<file path="config.mk">
export PLATFORM = sky130hd
export DESIGN_NAME = irig_b_encoder
export DESIGN_NICKNAME = d
export VERILOG_FILES = /design/src/rtl/irig_b_pkg.sv /design/src/rtl/irig_b_time_cnt.sv /design/src/rtl/irig_b_encoder.sv
export SDC_FILE = /design/constraint.sdc
export NUM_CORES = 1
export LEC_CHECK = 0
export ABC_AREA = 1
export BUFFER_PORTS_ARGS = -buffer_cell sky130_fd_sc_hd__buf_2
export CAP_MARGIN = 20
export CORE_AREA = 2 2 104 132
export CTS_BUF_LIST = sky130_fd_sc_hd__clkbuf_8
export CTS_CLUSTER_SIZE = 14
export DETAILED_ROUTE_END_ITERATION = 6
export DIE_AREA = 0 0 106 134
export GPL_TIMING_DRIVEN = 0
export PLACE_DENSITY = 0.77
export SKIP_CTS_REPAIR_TIMING = 1
export SYNTH_ARGS = -nofsm -noshare
export SYNTH_HDL_FRONTEND = slang
export SYNTH_HIERARCHICAL = 1
export SYNTH_SLANG_ARGS = --single-unit
</file>
<file path="constraint.sdc">
create_clock -name sys_clk -period 2.75 [get_ports sys_clk]
set_clock_uncertainty 0.15 [all_clocks]
set_input_delay 0.1375 -clock sys_clk [delete_from_list [all_inputs] [get_ports sys_clk]]
set_output_delay 0.1375 -clock sys_clk [all_outputs]
set_load 0.02 [all_outputs]
</file>
<file path="src/rtl/irig_b_pkg.sv">
// rtl/irig_b_pkg.sv - IRIG-B encoder shared types, default timing, marker map and field bit map
package irig_b_pkg;

    typedef enum logic {
        ST_IDLE = 1'b0,
        ST_RUN  = 1'b1
    } state_t;

    localparam int unsigned DEF_SYM_LEN  = 1250000;
    localparam int unsigned DEF_P_LEN    = 1000000;
    localparam int unsigned DEF_ONE_LEN  = 625000;
    localparam int unsigned DEF_ZERO_LEN = 250000;

    typedef struct packed {
        logic [6:0] sec;
        logic [6:0] min;
        logic [5:0] hour;
        logic [9:0] day;
        logic [7:0] year;
    } time_t;

    localparam time_t TIME_RESET = '{sec: 7'h00, min: 7'h00, hour: 6'h00, day: 10'h001, year: 8'h00};

    // Reference marker Pr at 0, then P1..P9 and the closing P0 at 99.
    localparam logic [99:0] MARKER_MASK =
        (100'd1 << 0)  | (100'd1 << 9)  | (100'd1 << 19) | (100'd1 << 29) |
        (100'd1 << 39) | (100'd1 << 49) | (100'd1 << 59) | (100'd1 << 69) |
        (100'd1 << 79) | (100'd1 << 89) | (100'd1 << 99);

    function automatic logic [99:0] frame_bits(input time_t t);
        logic [99:0] f;
        f        = '0;
        f[4:1]   = t.sec[3:0];
        f[8:6]   = t.sec[6:4];
        f[13:10] = t.min[3:0];
        f[17:15] = t.min[6:4];
        f[23:20] = t.hour[3:0];
        f[26:25] = t.hour[5:4];
        f[33:30] = t.day[3:0];
        f[38:35] = t.day[7:4];
        f[41:40] = t.day[9:8];
        f[53:50] = t.year[3:0];
        f[58:55] = t.year[7:4];
        return f;
    endfunction

endpackage

</file>
<file path="src/rtl/irig_b_time_cnt.sv">
// rtl/irig_b_time_cnt.sv - BCD time-of-year register with load validation and 1 s frame-end rollover
module irig_b_time_cnt
    import irig_b_pkg::*;
(
    input  logic       sys_clk,
    input  logic       sys_rst_n,
    input  logic       load,
    input  logic [6:0] second_in,
    input  logic [6:0] minute_in,
    input  logic [5:0] hour_in,
    input  logic [9:0] day_in,
    input  logic [7:0] year_in,
    input  logic       frame_capture,
    input  logic       frame_end,
    output time_t      time_q,
    output logic       load_err
);

    time_t      nxt;
    logic       load_ok;
    logic       pending;
    logic       leap;
    logic [9:0] day_max;
    logic       c_min, c_hour, c_day, c_year;

    always_comb begin
        load_ok = 1'b1;
        if (second_in[3:0] > 4'd9 || second_in[6:4] > 3'd5) load_ok = 1'b0;
        if (minute_in[3:0] > 4'd9 || minute_in[6:4] > 3'd5) load_ok = 1'b0;
        if (hour_in[3:0] > 4'd9 || hour_in > 6'h23) load_ok = 1'b0;
        if (day_in[3:0] > 4'd9 || day_in[7:4] > 4'd9 || day_in > 10'h366 || day_in == 10'h000) load_ok = 1'b0;
        if (year_in[3:0] > 4'd9 || year_in[7:4] > 4'd9) load_ok = 1'b0;
    end

    // 10*t+u is a multiple of 4 when t is even and u is 0/4/8, or t is odd and u is 2/6.
    assign leap    = time_q.year[4] ? (time_q.year[3:0] == 4'd2 || time_q.year[3:0] == 4'd6)
                                    : (time_q.year[3:0] == 4'd0 || time_q.year[3:0] == 4'd4 || time_q.year[3:0] == 4'd8);
    assign day_max = leap ? 10'h366 : 10'h365;

    always_comb begin
        nxt    = time_q;
        c_min  = 1'b0;
        c_hour = 1'b0;
        c_day  = 1'b0;
        c_year = 1'b0;
        if (time_q.sec == 7'h59) begin
            nxt.sec = '0;
            c_min   = 1'b1;
        end else if (time_q.sec[3:0] == 4'd9) nxt.sec = {time_q.sec[6:4] + 3'd1, 4'd0};
        else nxt.sec[3:0] = time_q.sec[3:0] + 4'd1;
        if (c_min) begin
            if (time_q.min == 7'h59) begin
                nxt.min = '0;
                c_hour  = 1'b1;
            end else if (time_q.min[3:0] == 4'd9) nxt.min = {time_q.min[6:4] + 3'd1, 4'd0};
            else nxt.min[3:0] = time_q.min[3:0] + 4'd1;
        end
        if (c_hour) begin
            if (time_q.hour == 6'h23) begin
                nxt.hour = '0;
                c_day    = 1'b1;
            end else if (time_q.hour[3:0] == 4'd9) nxt.hour = {time_q.hour[5:4] + 2'd1, 4'd0};
            else nxt.hour[3:0] = time_q.hour[3:0] + 4'd1;
        end
        // >= rather than == so a loaded 366 in a common year still wraps cleanly.
        if (c_day) begin
            if (time_q.day >= day_max) begin
                nxt.day = 10'h001;
                c_year  = 1'b1;
            end else if (time_q.day[7:0] == 8'h99) nxt.day = {time_q.day[9:8] + 2'd1, 8'h00};
            else if (time_q.day[3:0] == 4'd9) nxt.day[7:0] = {time_q.day[7:4] + 4'd1, 4'd0};
            else nxt.day[3:0] = time_q.day[3:0] + 4'd1;
        end
        if (c_year) begin
            if (time_q.year == 8'h99) nxt.year = '0;
            else if (time_q.year[3:0] == 4'd9) nxt.year = {time_q.year[7:4] + 4'd1, 4'd0};
            else nxt.year[3:0] = time_q.year[3:0] + 4'd1;
        end
    end

    // A load made after the shadow capture has not been sent yet, so it holds off the next increment.
    always_ff @(posedge sys_clk or negedge sys_rst_n) begin
        if (!sys_rst_n) begin
            time_q   <= TIME_RESET;
            pending  <= 1'b0;
            load_err <= 1'b0;
        end else begin
            load_err <= load && !load_ok;
            if (load && load_ok) begin
                time_q  <= {second_in, minute_in, hour_in, day_in, year_in};
                pending <= 1'b1;
            end else begin
                if (frame_end && !pending) time_q <= nxt;
                if (frame_end || frame_capture) pending <= 1'b0;
            end
        end
    end

endmodule

</file>
<file path="src/rtl/irig_b_encoder.sv">
// rtl/irig_b_encoder.sv - IRIG-B DC-level frame encoder: run FSM, symbol counters and pulse-width bit mux
module irig_b_encoder
    import irig_b_pkg::*;
#(
    parameter int unsigned SYM_LEN  = DEF_SYM_LEN,
    parameter int unsigned P_LEN    = DEF_P_LEN,
    parameter int unsigned ONE_LEN  = DEF_ONE_LEN,
    parameter int unsigned ZERO_LEN = DEF_ZERO_LEN
) (
    input  logic       sys_clk,
    input  logic       sys_rst_n,
    input  logic       enable,
    input  logic       load,
    input  logic [6:0] second_in,
    input  logic [6:0] minute_in,
    input  logic [5:0] hour_in,
    input  logic [9:0] day_in,
    input  logic [7:0] year_in,
    output logic       irig_b,
    output logic       frame_start,
    output logic [6:0] sym_idx,
    output logic       busy,
    output logic       load_err
);

    localparam int            CW       = $clog2(SYM_LEN);
    localparam logic [CW-1:0] CNT_LAST = CW'(SYM_LEN - 1);

    state_t        state, state_nxt;
    logic [CW-1:0] cyc_cnt;
    time_t         time_q, shadow;
    logic [99:0]   frame_vec;
    logic [31:0]   high_len;
    logic          sym_wrap, frame_end, frame_first, sym_bit;

    assign sym_wrap    = (cyc_cnt == CNT_LAST);
    assign frame_end   = (state == ST_RUN) && (sym_idx == 7'd99) && sym_wrap;
    assign frame_first = (state == ST_RUN) && (sym_idx == 7'd0) && (cyc_cnt == '0);
    assign busy        = (state == ST_RUN);

    always_ff @(posedge sys_clk or negedge sys_rst_n) begin
        if (!sys_rst_n) state <= ST_IDLE;
        else state <= state_nxt;
    end

    // Enable is only sampled at frame boundaries so a frame is never cut short.
    always_comb begin
        state_nxt = state;
        case (state)
            ST_IDLE: if (enable) state_nxt = ST_RUN;
            ST_RUN:  if (frame_end && !enable) state_nxt = ST_IDLE;
            default: state_nxt = ST_IDLE;
        endcase
    end

    always_ff @(posedge sys_clk or negedge sys_rst_n) begin
        if (!sys_rst_n) begin
            cyc_cnt <= '0;
            sym_idx <= '0;
        end else if (state != ST_RUN) begin
            cyc_cnt <= '0;
            sym_idx <= '0;
        end else if (sym_wrap) begin
            cyc_cnt <= '0;
            sym_idx <= (sym_idx == 7'd99) ? 7'd0 : sym_idx + 7'd1;
        end else begin
            cyc_cnt <= cyc_cnt + CW'(1);
        end
    end

    always_ff @(posedge sys_clk or negedge sys_rst_n) begin
        if (!sys_rst_n) shadow <= TIME_RESET;
        else if (frame_first) shadow <= time_q;
    end

    assign frame_vec = frame_bits(shadow);
    assign sym_bit   = frame_vec[sym_idx];

    always_comb begin
        high_len = ZERO_LEN;
        if (MARKER_MASK[sym_idx]) high_len = P_LEN;
        else if (sym_bit) high_len = ONE_LEN;
    end

    always_ff @(posedge sys_clk or negedge sys_rst_n) begin
        if (!sys_rst_n) begin
            irig_b      <= 1'b0;
            frame_start <= 1'b0;
        end else begin
            irig_b      <= busy && (32'(cyc_cnt) < high_len);
            frame_start <= frame_first;
        end
    end

    irig_b_time_cnt u_time_cnt (
        .sys_clk       (sys_clk),
        .sys_rst_n     (sys_rst_n),
        .load          (load),
        .second_in     (second_in),
        .minute_in     (minute_in),
        .hour_in       (hour_in),
        .day_in        (day_in),
        .year_in       (year_in),
        .frame_capture (frame_first),
        .frame_end     (frame_end),
        .time_q        (time_q),
        .load_err      (load_err)
    );

endmodule

</file>
[Word level (Yosys, flattened, before mapping)]
Memory sizes are Yosys's and may differ from the RTL's.
Cells that the tools add are included.
Word-level totals
  register bits: 109
  bits in read-only memories: 128
  input bits: 42
  output and inout port bits: 11
  logic and storage cells: 170
  memories kept: 1
Memory list
  (name not given): depth 128, width 1, rd ports 1, clocked after Yosys merged registers in 0, wr ports 0, line irig_b_encoder.sv:81  | if (MARKER_MASK[sym_idx]) high_len = P_LEN;
Cells by class
  add/sub/neg operators: 13
  $lt $le $gt $ge: 14
  equality and inequality tests: 17
  mux-type cells: 52
  bitwise operators: 1
  reductions and logical operators: 49
Operator list (count)
  $mux W38: 2
  $mux W21: 2
  $mux W7: 6
  $lt A21 B32 Y1: 1
  $mux W32: 1
  $add A4 B1 Y4 const B: 7
  $gt A4 B4 Y1 const B: 7
  $mux W4: 7
  $eq A4 B4 Y1 const B: 6
  $mux W8: 3
  $add A21 B1 Y21 const B: 1
  $eq A21 B21 Y1 const B: 1
  $eq A7 B7 Y1 const B: 3
  $logic_not A21 Y1: 1
  $mux W10: 2
  $mux W20: 1
  $mux W1: 19
  $eq A8 B8 Y1 const B: 2
  $reduce_and A3 Y1: 5
  $reduce_bool A3 Y1: 5
  $mux W6: 2
  $reduce_bool A2 Y1: 6
  $logic_or A1 B1 Y1: 11
  $ge A10 B10 Y1: 1
  23 further kinds: 44

[Longest topological paths before layout]
Gate-level depths: netlist of the first run.
  word-level depth: 11
  depth in mapped cells: 23
  gate-level depth less buffers: 22

[Cells and area by module]
The synthesis of the first run kept the hierarchy.
Modules (own cells, without submodules)
  irig_b_encoder: times used 1, cells an instance 529, area an instance 3951.3 sq um, sequential area each 1727.9 sq um
  irig_b_time_cnt: times used 1, cells an instance 470, area an instance 3161.8 sq um, sequential area each 1002.2 sq um

[Worst setup path before layout of the first run]
Ideal clock, no wire load.
  path type: reg-to-reg
  start point: reg sym_idx[2]
  end point: reg irig_b
  library setup time: 0.077 ns
  arrival time: 2.779 ns
  required time: 2.523 ns
  path slack: -0.256 ns
  cell stages (with the launch flop): 17
  buffers on the path: 1
  period minus slack after synthesis: 3.006 ns
  path through: dfrtp_1 -> buf_2 -> inv_1 -> ha_1 -> a221oi_1 -> nor2_1 -> nand3_1 -> nand2_1 -> nor2_1 -> inv_1 -> ha_1 -> a211o_1 -> a21oi_1 -> nor2_1 -> a2111oi_0 -> nand2_1 -> a21oi_1
Between the ends
  word-level cells in the longest chain between the ends: 6
  elaborated cells on any way between the ends: 8
  classes of those cells: order compare (1); mux (5); reduce/logical (1); memory (1)
RTL lines
  start: declaration: line irig_b_encoder.sv:21  | output logic [6:0] sym_idx,
  start signal: assignment: line irig_b_encoder.sv:65  | sym_idx <= (sym_idx == 7'd99) ? 7'd0 : sym_idx + 7'd1;
  $bmux W1 S7: line irig_b_encoder.sv:77  | assign sym_bit = frame_vec[sym_idx];
  $mux W1 (not written as such): line irig_b_encoder.sv:77
  $mux W20: line irig_b_encoder.sv:82  | else if (sym_bit) high_len = ONE_LEN;
  $mux W32 *: line irig_b_encoder.sv:81
  $lt A21 B32 Y1 *: line irig_b_encoder.sv:90  | irig_b <= busy && (32'(cyc_cnt) < high_len);
  $logic_and A1 B1 Y1 *: line irig_b_encoder.sv:90
  end signal: assignment: line irig_b_encoder.sv:90
  end: declaration: line irig_b_encoder.sv:19  | output logic irig_b,
Every way passes the cells marked *; elsewhere a longest branch is shown, timed or not. The select of a mux whose other input is x is not followed.
A chain may end at the register's enable or synchronous reset.

[Worst setup path after layout of the first run]
  start point: reg sym_idx[1]
  end point: reg irig_b
The elaborated chain is that of the path after synthesis.

==> results of run 1 <==
[path summary, 6_finish.rpt]
check / to
min: u_time_cnt/time_q[13]
max in group asynchronous: u_time_cnt/time_q[8]
max: irig_b
min in group asynchronous: cyc_cnt[15]
max reg2reg: irig_b
min reg2reg: frame_vec[20]
[kinds of logic after synthesis]
logic type,share of synthesized area
and+or+nand+nor,0.3775
buffers and inverters,0.07950
DFF,0.3838
AOI/OAI and AO/OA,0.07388
adders and majority gates,0.06684
xor gates and xnor gates,0.01847
[area by class of cell]
cell class,count,area (µm²),share of cell area
timing repair buffer,120,928.4,0.1062
sequential,109,2735,0.3128
clock buffer,10,137.6,0.01574
inverter,109,427.9,0.04894
tap,171,214.0,0.02447
clock inverter,6,68.82,0.007871
buffer,24,180.2,0.02061
multi-input combinational,756,4051,0.4634
[layout by cell type, fill, tap and decap left out, drive strengths merged, types with 11 or more instances in the layout]
| cell type | netlist | final |
|---|---|---|
| a21oi | 33 | 33 |
| buf | 20 | 98 |
| clkbuf | 5 | 16 |
| dfrtp | 107 | 107 |
| dlygate4sd3 | 0 | 40 |
| ha | 38 | 38 |
| inv | 107 | 110 |
| nand2 | 380 | 380 |
| nand3 | 91 | 91 |
| nand4 | 21 | 21 |
| nor2 | 85 | 85 |
| nor3 | 19 | 19 |
| o21ai | 44 | 44 |
| xor2 | 11 | 11 |
[stage by stage]
step	util	setup TNS, ps	cells	total power [mW]
CTS	0.6065	-16570	1239	3.463
floorplan	-	-103.9	999	2.232
finish	0.6728	-724.2	1305	3.534
global route	0.6728	-2973	1305	3.733
detailed placement	0.5906	-15450	1223	2.420
global placement	0.5883	-15920	1222	2.393
[state kept, by name, summed over array words and instances (netlist names)]
register	cells
sym_idx	7
u_time_cnt/pending	1
frame_start	1
busy	1
irig_b	1
u_time_cnt/time_q	38
frame_vec	38
cyc_cnt	21
u_time_cnt/load_err	1
[routing by layer]
layer	vias up	wire [µm]	share of wire	track usage
li1	3478	-	-	-
met1	3234	7897	0.41	0.3205
met2	271	9688	0.50	0.4606
met3	57	1153	0.060	0.04422
met4	0	597	0.031	0.1089
met5	-	0	0	0
[report_power, final]
group / total (mW) / switching [mW] / internal (mW)
Combinational: 0.605 / 0.325 / 0.281
Clock: 1.06 / 0.610 / 0.453
Sequential: 1.87 / 0.158 / 1.71
Total: 3.53 / 1.09 / 2.44
[critical path, cell delays in order, from the launching register on]
cell and delay (ps):
dfrtp_2 470, buf_4 160, ha_4 170, ha_4 160, a221oi_2 270, nor2_1 90
nand3_2 100, nand2_4 80, nor2_4 170, inv_2 80, ha_4 150, a211o_1 270
a21oi_2 140, nor2_1 60, a2111oi_2 200, nand2_1 140, a21oi_2 150
==> reports/qor.txt, run 1 <==
Post-Place Cell Area -> 0.007676 mm²
worst slew pin tran -> 667.7 ps
WL per Instance -> 14.82 µm
Detail Route Antenna Nets -> 0
failing checks -> setup timing
Final period util -> 1.120
WL final -> 19340 µm
largest net degree at the start of global routing -> 60
dpl ws -> -698.9 ps
setup violators final -> 7
max cap viols -> 0
total number of vias -> 7040
Worst R2R Setup Slack -> -330 ps
crit path time final -> 3080 ps
count of different cell masters after synthesis -> 51
Worst slew margin -> 0.5548
Avg Cell Area, Syn -> 7.120 µm²
Final Instance Area -> 0.008743 mm²
area delta synth->final -> 22.92%
gpl congestion -> 0.9109
Critical Path Source Type -> flop
CTS Buf Count -> 9
Highest Clock Rate -> 324.7 MHz
DRC Markers -> 0
I/O pin count -> 53
Top FF cell, synth -> dfrtp_1
die width -> 106 µm
vias in the first global route -> 6286
Area contributors post-synth -> dfrtp_1, nand2_1, ha_1
Post-synth ARST share -> 1.000
Hold Vio Cnt, Final -> 0
# rows -> 47
Reg clk slew, reported paths -> 120 ps
core area -> 0.01300 mm²
unrepaired setup endpoints after global routing -> yes
layout cells sized above 1 -> 0.1843
Cell Pwr Density -> 404.2 mW/mm²
Setup WS post-layout -> -330.0 ps
hold depth -> 5
CTS Buffer Depth -> 2
post-synth top area cell -> dfrtp_1
Filler Cell Count -> 1088
crit path launch -> sym_idx[1]
kind of critical path -> reg2reg
full die area -> 0.01420 mm²
Iteration-0 DRC Markers -> 467
hold_sp -> day_in[5]
Congestion Overflow GR -> 0
sequential share of the synthesized area -> 0.3838
Synth top area share -> 0.3764
initial antenna violation count -> 0
clk sinks -> 109
FF+latch count, synth -> 109
cell count of the worst reg-to-reg path -> 16
Pins Over Slew Limit -> 0
commonest cells in the netlist -> nand2_1, dfrtp_1, inv_1
antenna cells -> 0
IO buf count -> 52
Die Ht -> 134 µm
cells after synthesis -> 999
Leak -> 4.566 nW
clock root buffer -> clkbuf_8
worst r2r src -> sym_idx[1]
Nets -> 1209
first-pass GRT wire length -> 29670 µm
endpoint type of the worst setup path -> flop
vias per cell -> 5.395
CTS tree -> yes
worst path arrival time -> 3270 ps
worst-path fanout max -> 4
Initial Utilization -> 0.5473
DP HPWL -> 13490 µm
Req. time, crit path -> 2940 ps
Syn Nets -> 1079
Post-synth EDFFs -> 0
worst ir drop on vdd -> 242.5 µV
status -> complete, but fails checks
Clk Latency, worst-skew pair -> 410 ps
synth warn -> 6
Hold Path Class -> in2reg
mapped cell area -> 0.007113 mm²
final hold slack -> 5.411 ps
# H-tree levels -> 3
Initial DRT Pass Iterations -> 5
top-count cell post-synth -> nand2_1
GRT Total Usage -> 0.2629
Note: power is estimated with default switching activity, not from simulation.
==> run 2, diff against run 1 <==
--- a/config.mk
+++ b/config.mk
@@ -14,6 +14,7 @@
 export DETAILED_ROUTE_END_ITERATION = 6
 export DIE_AREA = 0 0 106 134
 export GPL_TIMING_DRIVEN = 0
+export MAX_ROUTING_LAYER = met4
 export PLACE_DENSITY = 0.77
 export SKIP_CTS_REPAIR_TIMING = 1
 export SYNTH_ARGS = -nofsm -noshare
==> run 2 against run 1 <==
  * The flow finishes with violations (hold timing, setup timing)
  * Setup slack worse by 120 ps
  * Critical path depth unchanged
  * Cell count fell by 1.5%
  * Sequential power about the same
  * Non-clock buffer count fell by 19
  * Clock-buffer cell count is 1 lower
  * Core utilization is 1.9 points lower
  * Sequential share of layout area grew 0.90 points
  * Combinational power shrank 4.5%
  * Power down 1.5%
  * Clock power hardly changed
==> reports/qor.txt, run 2 (synthesized netlist as in run 1, its figures left out) <==
Req. time, crit path -> 2920 ps (-20 ps)
worst r2r src -> sym_idx[0]
setup violators final -> 14 (+7)
initial antenna violation count -> 0 (unchanged)
WL per Instance -> 14.42 µm (-2.7%)
commonest non-fill, non-tap cell in the layout -> nand2_1
die width -> 106 µm (unchanged)
layout cells sized above 1 -> 0.1605 (-0.02377)
Congestion Overflow GR -> 0 (unchanged)
Initial Utilization -> 0.5473 (unchanged)
Iteration-0 DRC Markers -> 412 (-12%)
worst path arrival time -> 3370 ps (+100 ps)
Clk Latency, worst-skew pair -> 400 ps (about the same)
area of the multi-input gates -> 0.004016 mm² (-0.86%)
Worst R2R Setup Slack -> -450 ps (-120 ps)
DRC Markers -> 0 (unchanged)
kind of critical path -> reg2reg
largest net degree at the start of global routing -> 66 (+10%)
vias per cell -> 5.367 (-0.51%)
Sum Neg Setup Slack -> -1779 ps (-1054 ps)
Post-Place Cell Area -> 0.007676 mm² (unchanged)
Cell Pwr Density -> 409.9 mW/mm² (+1.4%)
Initial DRT Pass Iterations -> 7 (+2)
Final period util -> 1.163 (+0.04287)
Detail Route Antenna Nets -> 0 (unchanged)
slowest library cell on the worst path -> dfrtp_2
worst-path fanout max -> 8 (+4)
crit path time final -> 3198 ps (+117.9 ps)
WL final -> 18540 µm (-4.1%)
Final Instance Area -> 0.008498 mm² (-2.8%)
CTS Buf Count -> 9 (unchanged)
CTS tree -> yes
endpoint type of the worst setup path -> flop
# rows -> 47 (unchanged)
most frequent CP cell -> ha_4
total number of vias -> 6902 (-2.0%)
cell count of the worst reg-to-reg path -> 16 (unchanged)
Reg clk slew, reported paths -> 100 ps (-20 ps)
failing checks -> hold timing, setup timing
end of the critical path -> irig_b
DP HPWL -> 13500 µm (about the same)
antenna cells -> 0 (unchanged)
I/O pin count -> 53 (unchanged)
CTS Buffer Depth -> 2 (unchanged)
unrepaired setup endpoints after global routing -> yes
Worst slew margin -> 0.5966 (+0.04173)
Setup WS post-layout -> -447.9 ps (-117.9 ps)
Hold Vio Cnt, Final -> 3 (+3)
vias in the first global route -> 6350 (+1.0%)
Leak -> 4.437 nW (-2.8%)
Critical Path Source Type -> flop
Die Ht -> 134 µm (unchanged)
commonest cells after routing, fill and taps aside -> nand2_1, dfrtp_1, inv_1
full die area -> 0.01420 mm² (unchanged)
worst ir drop on vdd -> 302.3 µV (+25%)
final hold slack -> -59.81 ps (-65.22 ps)
Filler Cell Count -> 1144 (+5.1%)
# H-tree levels -> 3 (unchanged)
critical path's largest stage delay -> 510 ps (+40 ps)
GRT Total Usage -> 0.2678 (+0.004885)
max cap viols -> 0 (unchanged)
status -> complete, but fails checks
IO buf count -> 52 (unchanged)
clock root buffer -> clkbuf_8
area delta synth->final -> 19.47%
Pins Over Slew Limit -> 0 (unchanged)
worst slew pin tran -> 605.1 ps (-62.59 ps)
clk sinks -> 109 (unchanged)
Reg area -> 0.002735 mm² (unchanged)
placed cells -> 1223 (unchanged)
Hold Path Class -> in2reg
Non-Filler Instances -> 1286 (-1.5%)
Critical Path, Cell by Cell -> buf_6 > ha_4 > ha_4 > a221oi_2 > nor2_1 > nand3_1 > nand2_2 > nor2_4 > inv_2 > ha_4 > a211o_1 > a21oi_1 > nor2_1 > a2111oi_2 > nand2_1 > a21oi_2
Highest Clock Rate -> 312.7 MHz (-3.7%)
core area -> 0.01300 mm² (unchanged)
gpl congestion -> 0.9015 (-1.0%)
first-pass GRT wire length -> 29430 µm (-0.82%)
Nets -> 1190 (-1.6%)
reg-to-reg endpoint -> irig_b
total chip power -> 3.483 mW (-1.5%)
crit path launch -> sym_idx[0]
==> run 2: power by group <==
group | switching (mW) | total (mW) | leakage [nW] | internal (mW)
registers | 0.156 | 1.87 | 1.38 | 1.71
clock network | 0.605 | 1.04 | 0.105 | 0.435
logic | 0.315 | 0.578 | 2.95 | 0.263
==> run 2: worst min path at each step <==
stage,startpoint,to,slack [ps],cells past startpoint
after floorplan,sys_rst_n,busy,-310,0
after global placement,enable,busy,180,3
after detailed placement,sys_rst_n,cyc_cnt[13],40,1
after CTS,sys_rst_n,frame_vec[3],-400,1
after global routing,day_in[4],u_time_cnt/time_q[12],3,5
final,minute_in[6],u_time_cnt/time_q[30],-60,5
==> run 2: routing by layer <==
layer	track usage	wire (µm)	vias up
met1	0.3156	7723	3177
li1	-	-	3438
met3	0.03013	769	44
met4	0.1148	582	0
met5	-	0	-
met2	0.4638	9467	243
==> run 2: critical path: cells and delay by family (launching register included) <==
kind                       cells  cell delay (ps)
adders and majority gates      3              480
and+or+nand+nor                6              690
buffers and inverters          2              230
AOI/OAI and AO/OA              5             1060
DFF                            1              510
==> run 2: final cells by class <==
cell class	instances	share of cell area
Multi-Input combinational cell	756	0.4726
Sequential cell	109	0.3218
Timing Repair Buffer	100	0.08643
Inverter	109	0.04932
Tap cell	171	0.02518
Buffer	25	0.02076
Clock buffer	9	0.01458
Clock inverter	7	0.009276
==> run 2: stage by stage <==
step	setup slack, ps	utilization
after floorplan	-103.9	-
after global placement	-716.1	0.5883
after detailed placement	-730.5	0.5906
after CTS	-747.2	0.6062
after global routing	-548.7	0.6539
final	-447.9	0.6539
==> run 3, diff against run 2 <==
--- a/config.mk
+++ b/config.mk
@@ -5,17 +5,18 @@
 export SDC_FILE = /design/constraint.sdc
 export NUM_CORES = 1
 export LEC_CHECK = 0
-export ABC_AREA = 1
 export BUFFER_PORTS_ARGS = -buffer_cell sky130_fd_sc_hd__buf_2
 export CAP_MARGIN = 20
-export CORE_AREA = 2 2 104 132
+export CELL_PAD_IN_SITES_DETAIL_PLACEMENT = 0
+export CELL_PAD_IN_SITES_GLOBAL_PLACEMENT = 2
+export CORE_AREA = 2 2 125 158
 export CTS_BUF_LIST = sky130_fd_sc_hd__clkbuf_8
 export CTS_CLUSTER_SIZE = 14
 export DETAILED_ROUTE_END_ITERATION = 6
-export DIE_AREA = 0 0 106 134
+export DIE_AREA = 0 0 127 160
 export GPL_TIMING_DRIVEN = 0
 export MAX_ROUTING_LAYER = met4
-export PLACE_DENSITY = 0.77
+export PLACE_DENSITY_LB_ADDON = 0.1
 export SKIP_CTS_REPAIR_TIMING = 1
 export SYNTH_ARGS = -nofsm -noshare
 export SYNTH_HDL_FRONTEND = slang
==> run 3 against run 2 <==
  * The flow still finishes with violations (hold timing, setup timing)
  * Synthesized cell count down 30%
  * Critical path type unchanged
  * Fmax down 20%
  * Register-to-register slack worse by 790 ps
  * Sequential share of layout area up 0.42 points
  * Synthesized area down 3.6%
  * Power down 4.2%
  * Routed wire length up 6.4%
==> reports/qor.txt, run 3 <==
Hold Path Class -> in2reg
commonest cells after routing, fill and taps aside -> dfrtp_1, buf_2, mux2_2
WL per Instance -> 18.70 µm (+30%)
Sum Neg Setup Slack -> -13480 ps (-11700 ps)
Congestion Overflow GR -> 0 (unchanged)
hold_sp -> day_in[7]
layout cells sized above 1 -> 0.2735 (+0.1130)
CTS Buffer Depth -> 2 (unchanged)
Initial DRT Pass Iterations -> 4 (-3)
IO buf count -> 52 (unchanged)
crit path launch -> sym_idx[0]
cell count of the worst reg-to-reg path -> 14 (-2)
vias per cell -> 5.513 (+2.7%)
total number of vias -> 5816 (-16%)
Req. time, crit path -> 2910 ps (about the same)
top-count cell post-synth -> dfrtp_1
Die Ht -> 160 µm (+19%)
cells after synthesis -> 696 (-30%)
Clk Latency, worst-skew pair -> 390 ps (about the same)
Post-Route Utilization -> 0.4422 (-0.2117)
Synth top area share -> 0.3905 (+0.01408)
clk sinks -> 109 (unchanged)
DRC Markers -> 0 (unchanged)
endpoint type of the worst setup path -> flop
crit path time final -> 3991 ps (+792.6 ps)
core area -> 0.01897 mm² (+46%)
critical path's largest stage delay -> 490 ps (-20 ps)
initial antenna violation count -> 0 (unchanged)
Leak -> 3.452 nW (-22%)
Filler Cell Count -> 1887 (+65%)
Syn Nets -> 776 (-28%)
antenna cells -> 0 (unchanged)
Area contributors post-synth -> dfrtp_1, mux2_2, ha_1
worst slew pin tran -> 1021 ps (+416.0 ps)
kind of critical path -> reg2reg
unrepaired setup endpoints after global routing -> yes
FF+latch count, synth -> 109 (unchanged)
final hold slack -> -33.03 ps (+26.78 ps)
WL final -> 19730 µm (+6.4%)
Hold Vio Cnt, Final -> 2 (-1)
Top FF cell, synth -> dfrtp_1
worst ir drop on vdd -> 189.9 µV (-37%)
I/O pin count -> 53 (unchanged)
placed cells -> 985 (-19%)
full die area -> 0.02032 mm² (+43%)
Post-synth EDFFs -> 0 (unchanged)
Avg Cell Area, Syn -> 9.851 µm² (+38%)
count of different cell masters after synthesis -> 67 (+31%)
slowest library cell on the worst path -> or4_1
worst-path fanout max -> 8 (unchanged)
Setup WS post-layout -> -1241 ps (-792.6 ps)
reg-to-reg endpoint -> irig_b
Worst slew margin -> 0.3193 (-0.2773)
gpl congestion -> 0.8819 (-2.2%)
Nets -> 894 (-25%)
Post-synth ARST share -> 1.000 (unchanged)
Critical Path, Cell by Cell -> buf_8 > mux2_4 > a221o_1 > a211oi_2 > nor4_2 > a31oi_2 > and2_4 > ha_4 > nand4_1 > o22ai_1 > or4_1 > a21oi_2 > or4b_4 > o21ai_2
sequential share of the synthesized area -> 0.3982 (+0.01436)
largest net degree at the start of global routing -> 80 (+21%)
first-pass GRT wire length -> 30770 µm (+4.6%)
mapped cell area -> 0.006857 mm² (-3.6%)
setup violators final -> 34 (+20)
Non-Filler Instances -> 1055 (-18%)
commonest non-fill, non-tap cell in the layout -> dfrtp_1
# rows -> 57 (+21%)
CTS Buf Count -> 9 (unchanged)
Initial Utilization -> 0.3614 (-0.1859)
CTS tree -> yes
GRT Total Usage -> 0.1980 (-0.06983)
end of the critical path -> irig_b
Worst R2R Setup Slack -> -1240 ps (-790 ps)
Final period util -> 1.451 (+0.2882)
die width -> 127 µm (+20%)
synth warn -> 6 (unchanged)
max cap viols -> 0 (unchanged)
DP HPWL -> 14580 µm (+8.0%)
vias in the first global route -> 5626 (-11%)
status -> complete, but fails checks
Post-Place Cell Area -> 0.007564 mm² (-1.5%)
Pins Over Slew Limit -> 0 (unchanged)
Cell Pwr Density -> 397.8 mW/mm² (-3.0%)
Final Instance Area -> 0.008389 mm² (-1.3%)
clock root buffer -> clkbuf_8
# H-tree levels -> 3 (unchanged)
Reg clk slew, reported paths -> 110 ps (about the same)
failing checks -> hold timing, setup timing
Iteration-0 DRC Markers -> 299 (-27%)
worst r2r src -> sym_idx[0]
post-synth top area cell -> dfrtp_1
commonest cells in the netlist -> dfrtp_1, mux2_2, nor2_1, o21ai_0
Critical Path Source Type -> flop
area delta synth->final -> 22.35%
Highest Clock Rate -> 250.6 MHz (-20%)
worst path arrival time -> 4150 ps (+780 ps)
Detail Route Antenna Nets -> 0 (unchanged)
total chip power -> 3.337 mW (-4.2%)
run 3: worst max-delay path, delay by kind of cell (launching register included):
family | cells | cell delay [ps]
mux | 1 | 290
compound gates | 6 | 1330
fa+ha+maj | 1 | 190
buf+inv | 1 | 150
flops | 1 | 450
simple gates | 5 | 1360
run 3: kinds of logic after synthesis:
logic type / after synthesis / synth area share
simple gates: 255 / 0.2049
compound gates: 146 / 0.1361
flops: 109 / 0.3982
mux: 72 / 0.1261
buf+inv: 55 / 0.03850
fa+ha+maj: 38 / 0.06934
xor+xnor: 21 / 0.02683
run 3: cell type report:
class                   instances  area, µm²  share of cell area
multi-input cells             532       4065              0.4846
clock inverters                 7      42.54            0.005071
repair buffers                108      804.5             0.09590
well taps                     236      295.3             0.03520
flip-flops and latches        109       2735              0.3260
inverters                      23      86.33             0.01029
plain buffers                  31      236.5             0.02819
clock buffers                   9      123.9             0.01477
run 3: metal layers:
layer	part of all wire	up-vias	global-route usage
met1	0.46	2866	0.2555
met3	0.023	22	0.02379
met2	0.49	92	0.3206
met4	0.026	0	0.07193
met5	0	-	-
li1	-	2836	-
run 3: where the power goes:
group          total [mW]  internal, mW  switching, mW
registers            1.84          1.69          0.152
clock network       0.902         0.326          0.576
logic               0.593         0.281          0.312
run 3: how the worst min path moves through the flow:
| stage | slack [ps] | to | depth (start not counted) |
|---|---|---|---|
| after floorplan | -310 | busy | 0 |
| after global placement | 210 | u_time_cnt/load_err | 2 |
| after detailed placement | -100 | u_time_cnt/time_q[35] | 1 |
| after CTS | -540 | u_time_cnt/time_q[35] | 1 |
| after global routing | 0.3 | u_time_cnt/time_q[10] | 3 |
| final | -30 | u_time_cnt/time_q[15] | 3 |
run 3: per-stage QoR:
stage                     worst slack [ps]  hold WS, ps
after floorplan                     -821.8       -308.1
after global placement               -1301        207.1
after detailed placement             -1271       -104.6
after CTS                            -1306       -544.8
after global routing                 -1289       0.2778
final                                -1241       -33.03
